==> src/rtl/bcd_seq_adder_ctrl.sv <==
// Sequential packed-BCD adder controller: one two-digit BCD add slice per clock, LSB pair first,
// with valid/ready handshakes on the operand and result sides.
module bcd_seq_adder_ctrl #(
    parameter int unsigned DIGITS = 8
) (
    input  logic                  clk,
    input  logic                  rst_n,
    input  logic                  in_valid,
    output logic                  in_ready,
    input  logic [4*DIGITS-1:0]   a,
    input  logic [4*DIGITS-1:0]   b,
    input  logic                  cin,
    output logic                  out_valid,
    input  logic                  out_ready,
    output logic [4*DIGITS-1:0]   sum,
    output logic                  cout,
    output logic                  err,
    output logic                  busy
);
    localparam int unsigned PAIRS = DIGITS / 2;
    localparam int unsigned W     = 4 * DIGITS;
    localparam int unsigned IW    = (PAIRS > 1) ? $clog2(PAIRS) : 1;

    typedef enum logic [1:0] {StIdle, StCalc, StDone} state_e;

    state_e         state;
    logic [W-1:0]   a_q;
    logic [W-1:0]   b_q;
    logic           carry_q;
    logic [IW-1:0]  idx_q;

    logic           bad_digit;
    logic [7:0]     pa;
    logic [7:0]     pb;
    logic [4:0]     lo;
    logic [4:0]     hi;
    logic [7:0]     pair_sum;
    logic           pair_carry;

    // Returns {carry, digit}; a raw sum of exactly 9 is left uncorrected.
    function automatic logic [4:0] bcd_digit(input logic [3:0] x, input logic [3:0] y,
                                             input logic c);
        logic [4:0] t;
        t = {1'b0, x} + {1'b0, y} + {4'b0, c};
        if (t > 5'd9) begin
            return {1'b1, 4'(t + 5'd6)};
        end
        return {1'b0, t[3:0]};
    endfunction

    always_comb begin
        bad_digit = 1'b0;
        for (int i = 0; i < int'(DIGITS); i++) begin
            if (a[4*i +: 4] > 4'd9 || b[4*i +: 4] > 4'd9) begin
                bad_digit = 1'b1;
            end
        end
    end

    always_comb begin
        pa         = a_q[8*int'(idx_q) +: 8];
        pb         = b_q[8*int'(idx_q) +: 8];
        lo         = bcd_digit(pa[3:0], pb[3:0], carry_q);
        hi         = bcd_digit(pa[7:4], pb[7:4], lo[4]);
        pair_sum   = {hi[3:0], lo[3:0]};
        pair_carry = hi[4];
    end

    always_ff @(posedge clk or negedge rst_n) begin
        if (!rst_n) begin
            state   <= StIdle;
            a_q     <= '0;
            b_q     <= '0;
            carry_q <= 1'b0;
            idx_q   <= '0;
            sum     <= '0;
            cout    <= 1'b0;
            err     <= 1'b0;
        end else begin
            case (state)
                StIdle: begin
                    if (in_valid) begin
                        a_q     <= a;
                        b_q     <= b;
                        carry_q <= cin;
                        idx_q   <= '0;
                        sum     <= '0;
                        cout    <= 1'b0;
                        err     <= bad_digit;
                        state   <= bad_digit ? StDone : StCalc;
                    end
                end
                StCalc: begin
                    sum[8*int'(idx_q) +: 8] <= pair_sum;
                    carry_q                 <= pair_carry;
                    idx_q                   <= idx_q + 1'b1;
                    if (idx_q == IW'(PAIRS - 1)) begin
                        cout  <= pair_carry;
                        state <= StDone;
                    end
                end
                StDone: begin
                    if (out_ready) begin
                        state <= StIdle;
                    end
                end
                default: state <= StIdle;
            endcase
        end
    end

    assign in_ready  = (state == StIdle);
    assign out_valid = (state == StDone);
    assign busy      = (state != StIdle);

endmodule

==> config.mk <==
export PLATFORM = sky130hd
export DESIGN_NAME = bcd_seq_adder_ctrl
export DESIGN_NICKNAME = d
export VERILOG_FILES = /design/src/rtl/bcd_seq_adder_ctrl.sv
export SDC_FILE = /design/constraint.sdc
export NUM_CORES = 1
export LEC_CHECK = 0
export CAP_MARGIN = 20
export CORE_ASPECT_RATIO = 1.75
export CORE_MARGIN = 3
export CORE_UTILIZATION = 45
export CTS_BUF_LIST = sky130_fd_sc_hd__clkbuf_16
export CTS_CLUSTER_DIAMETER = 80
export CTS_CLUSTER_SIZE = 16
export DETAILED_ROUTE_END_ITERATION = 16
export PLACE_DENSITY_LB_ADDON = 0.2
export REMOVE_ABC_BUFFERS = 1
export SLEW_MARGIN = 10
export SYNTH_ARGS = -nofsm -noshare
export SYNTH_HDL_FRONTEND = slang
export SYNTH_SLANG_ARGS = --single-unit
==> constraint.sdc <==
create_clock -name clk -period 4.63 [get_ports clk]
set_input_delay 0.926 -clock clk [delete_from_list [all_inputs] [get_ports clk]]
set_output_delay 0.926 -clock clk [all_outputs]
set_load 0.005 [all_outputs]
==> qor.yml <==
status: "finished clean"
diodes: 0
die_x_um: 87.5
worst_setup_path_end_kind: "flop"
fmax_mhz: 221
finalMaxSlewViolations: 0
cp_max_fo: 6
cts-root-buf: "clkbuf_16"
clock_path_buffers: 2
syn2layout_area_growth_pct: 33.1
vias: 3990
dieArea_um2: 13000
fp.dieH_um: 149
grt_antenna_before_repair: 0
core_um2: 11200
crit_required_ns: 4.91
drv_cap: 0
first_global_vias: 4239
slowest_stage: "mux4_2"
yosys-top-cells-count: "dfrtp_1 (103), mux2_2 (64), o21ai_0 (30)"
rows: 51
postSynthCellCount: 418
dp_cells: 660
wl_mm: 13.3
grt_first_pass_wirelength_mm: 21.2
critical-path-top-delay-family: "adder cells"
insertion_delay_ns: 0.34
tightest_slew_ns: 1.17
critical_path_class: "flop to flop"
swShare_pct: 35.0
slew_headroom_pct: 21.5
leakage_uw: 0.00286
final_core_util_pct: 62.0
cp.arrival_ns: 4.81
io-pin-count: 106
io_buffers: 105
synth_edf_count: 0
synthTopCellsByArea: "dfrtp_1 (49%), mux2_2 (14%), mux4_2 (6.9%)"
synth-seq-cells: 103
drive_above_1_share_pct: 27.7
layout.nets: 629
ys_async_sr_fraction_pct: 100
synth_top_area_cell: "dfrtp_1"
cts.clk_slew.worst_paths_ns: 0.07
cts_tree: "yes"
layout_setup_ws_ns: 0.0952
cts_buffers: 9
ys.flop_type: "dfrtp_1"
hold_viol_final: 0
grt_usage_pct: 21.2
synth_top_area_share_pct: 49.3
dp_hpwl_mm: 10.2
p_per_area_nw_per_um2: 478
post_drt_wl_per_cell_um: 19.6
vdd.ir_drop.worst_v: 0.000312
final_design_area_no_fill_um2: 6960
setup_viol: 0
min_path_type: "flop to flop"
first_iter_violations: 151
htree_levels: 3
drc: 0
fin_crit_ns: 4.53
ys_warn_count: 0
start_util_pct: 46.6
skew_ns: 0.00799
ys_seq_area_share_pct: 49.3
detail_route.first_pass.iterations: 4
holdBufCountCts: 0
ff2ff_setup_slack_ns: 0.1
grt_max_degree: 44
dpl_worst_slack_ns: -0.167
via_per_inst: 5.87
synth_cell_types: 56
startpoint_type: "flop"
antenna_left: 0
rsz0062_at_grt: "true"
globalRouteOverflowTotal: 0
clkPwrFrac_pct: 22.4
cp_cell_sequence: "mux4_2 > fa_2 > fa_1 > buf_4 > nor2_4 > a21oi_1 > o22ai_1 > and2_1 > fa_2 > inv_2 > fa_2 > inv_1 > ha_2 > nand2_4 > nand4b_1 > buf_4 > or3_1 > nand3_1"
syn_area_um2: 5230
switching_power_uw: 1170
comb_power_share_pct: 44.6
gp_congestion: 0.846
critPathMaxStageDelay_ns: 0.53
avgSynthCellArea_um2: 12.5
finalCritPeriodShare_pct: 97.9
placed_cell_area_um2: 6530
finalNonFillerCells: 680
cp_num_buf_inv: 4
internal_power_uw: 2160
numClockSinks: 103
pwr-share-seq_pct: 33.0
crit_path_frequent_cell: "fa_2"
synth_most_common_cell: "dfrtp_1"
worst min-delay path, delay by kind of cell, from the launching register on:
family,cells,cell delay (ns)
AO/OA/AOI/OAI,1,0.06
flip-flops,1,0.34
AND/OR/NAND/NOR,1,0.04
cells in the final DEF (no fill, tap or decap), types with 3 or more instances in the layout:
cell type and count:
clkdlybuf4s50_1 104, dfrtp_1 102, mux2_2 64, o21ai_0 30, buf_4 27, nand2_1 26
mux4_2 16, a22o_1 16, a21oi_1 14, inv_1 13, ha_1 11, clkbuf_16 9
nand3_1 8, a21o_1 8, nor3_1 7, nor2b_1 5, nand2b_1 4, or3_1 4
nand4_1 4, a41oi_2 4, nor2_1 3, o31ai_1 3, fa_2 3
layer usage:
metal | vias to the layer above | share of wire [%] | global-route usage (%)
met2 | 128 | 56 | 40.3
met3 | 27 | 4.1 | 2.99
met4 | 0 | 2.5 | 6.84
li1 | 1822 | - | -
met1 | 2013 | 37 | 23.6
met5 | - | 0 | 0
power groups by stage:
stage | logic, uW | registers (uW) | clock network [uW]
floorplan | 822 | 1090 | 0
global placement | 1260 | 1110 | 0
detailed placement | 1290 | 1120 | 0
CTS | 1340 | 1100 | 756
global route | 1630 | 1110 | 791
finish | 1490 | 1100 | 746
final timing paths:
path                                            end                 start  cells past startpoint
worst max-delay path            sum[30]$_DFFE_PN0P_  idx_q[0]$_DFFE_PN0P_                     18
worst min-delay path            sum[12]$_DFFE_PN0P_   sum[12]$_DFFE_PN0P_                      2
worst max register to register  sum[30]$_DFFE_PN0P_  idx_q[0]$_DFFE_PN0P_                     18
worst min register to register  sum[12]$_DFFE_PN0P_   sum[12]$_DFFE_PN0P_                      2
max in group asynchronous       b_q[12]$_DFFE_PN0P_                 rst_n                      2
min in group asynchronous       sum[12]$_DFFE_PN0P_                 rst_n                      1
cell type report:
type / count / area [um^2]
repair buffers: 134 / 1290
inverters: 13 / 48.8
well taps: 132 / 165
flip-flops and latches: 103 / 2580
fillers: 913 / 4270
clock buffers: 9 / 225
multi-input cells: 283 / 2590
clock inverters: 6 / 63.8
metrics by stage:
step / hold slack (ns) / power [uW] / setup TNS, ns
2_1_floorplan: 0.473 / 1910 / -7.53
3_3_place_gp: 0.463 / 2370 / -0.0170
3_5_place_dp: 0.475 / 2400 / -1.12
4_1_cts: 0.490 / 3200 / 0
5_1_grt: 0.509 / 3530 / -0.800
6_report: 0.482 / 3330 / 0
timing repair:
action	CTS	global route
pin swaps	11	13
gates cloned	0	0
setup buffers	1	4
resized for setup	12	14
endpoints found under the setup margin	14	14
registers in the layout (all words and copies together), names as in the netlist:
register,cells
state,2
idx_q,2
sum,32
a_q,32
b_q,32
carry_q,1
err,1
cout,1
logic make-up after synthesis:
| group | after synthesis | synth area share [%] |
|---|---|---|
| flip-flops | 103 | 49.3 |
| AO/OA/AOI/OAI | 99 | 12.9 |
| AND/OR/NAND/NOR | 84 | 8.92 |
| multiplexers | 82 | 21.0 |
| buffers and inverters | 32 | 3.13 |
| adder cells (fa/ha/maj) | 16 | 4.40 |
| XOR/XNOR | 2 | 0.335 |
(Power assumes the default switching activity.)
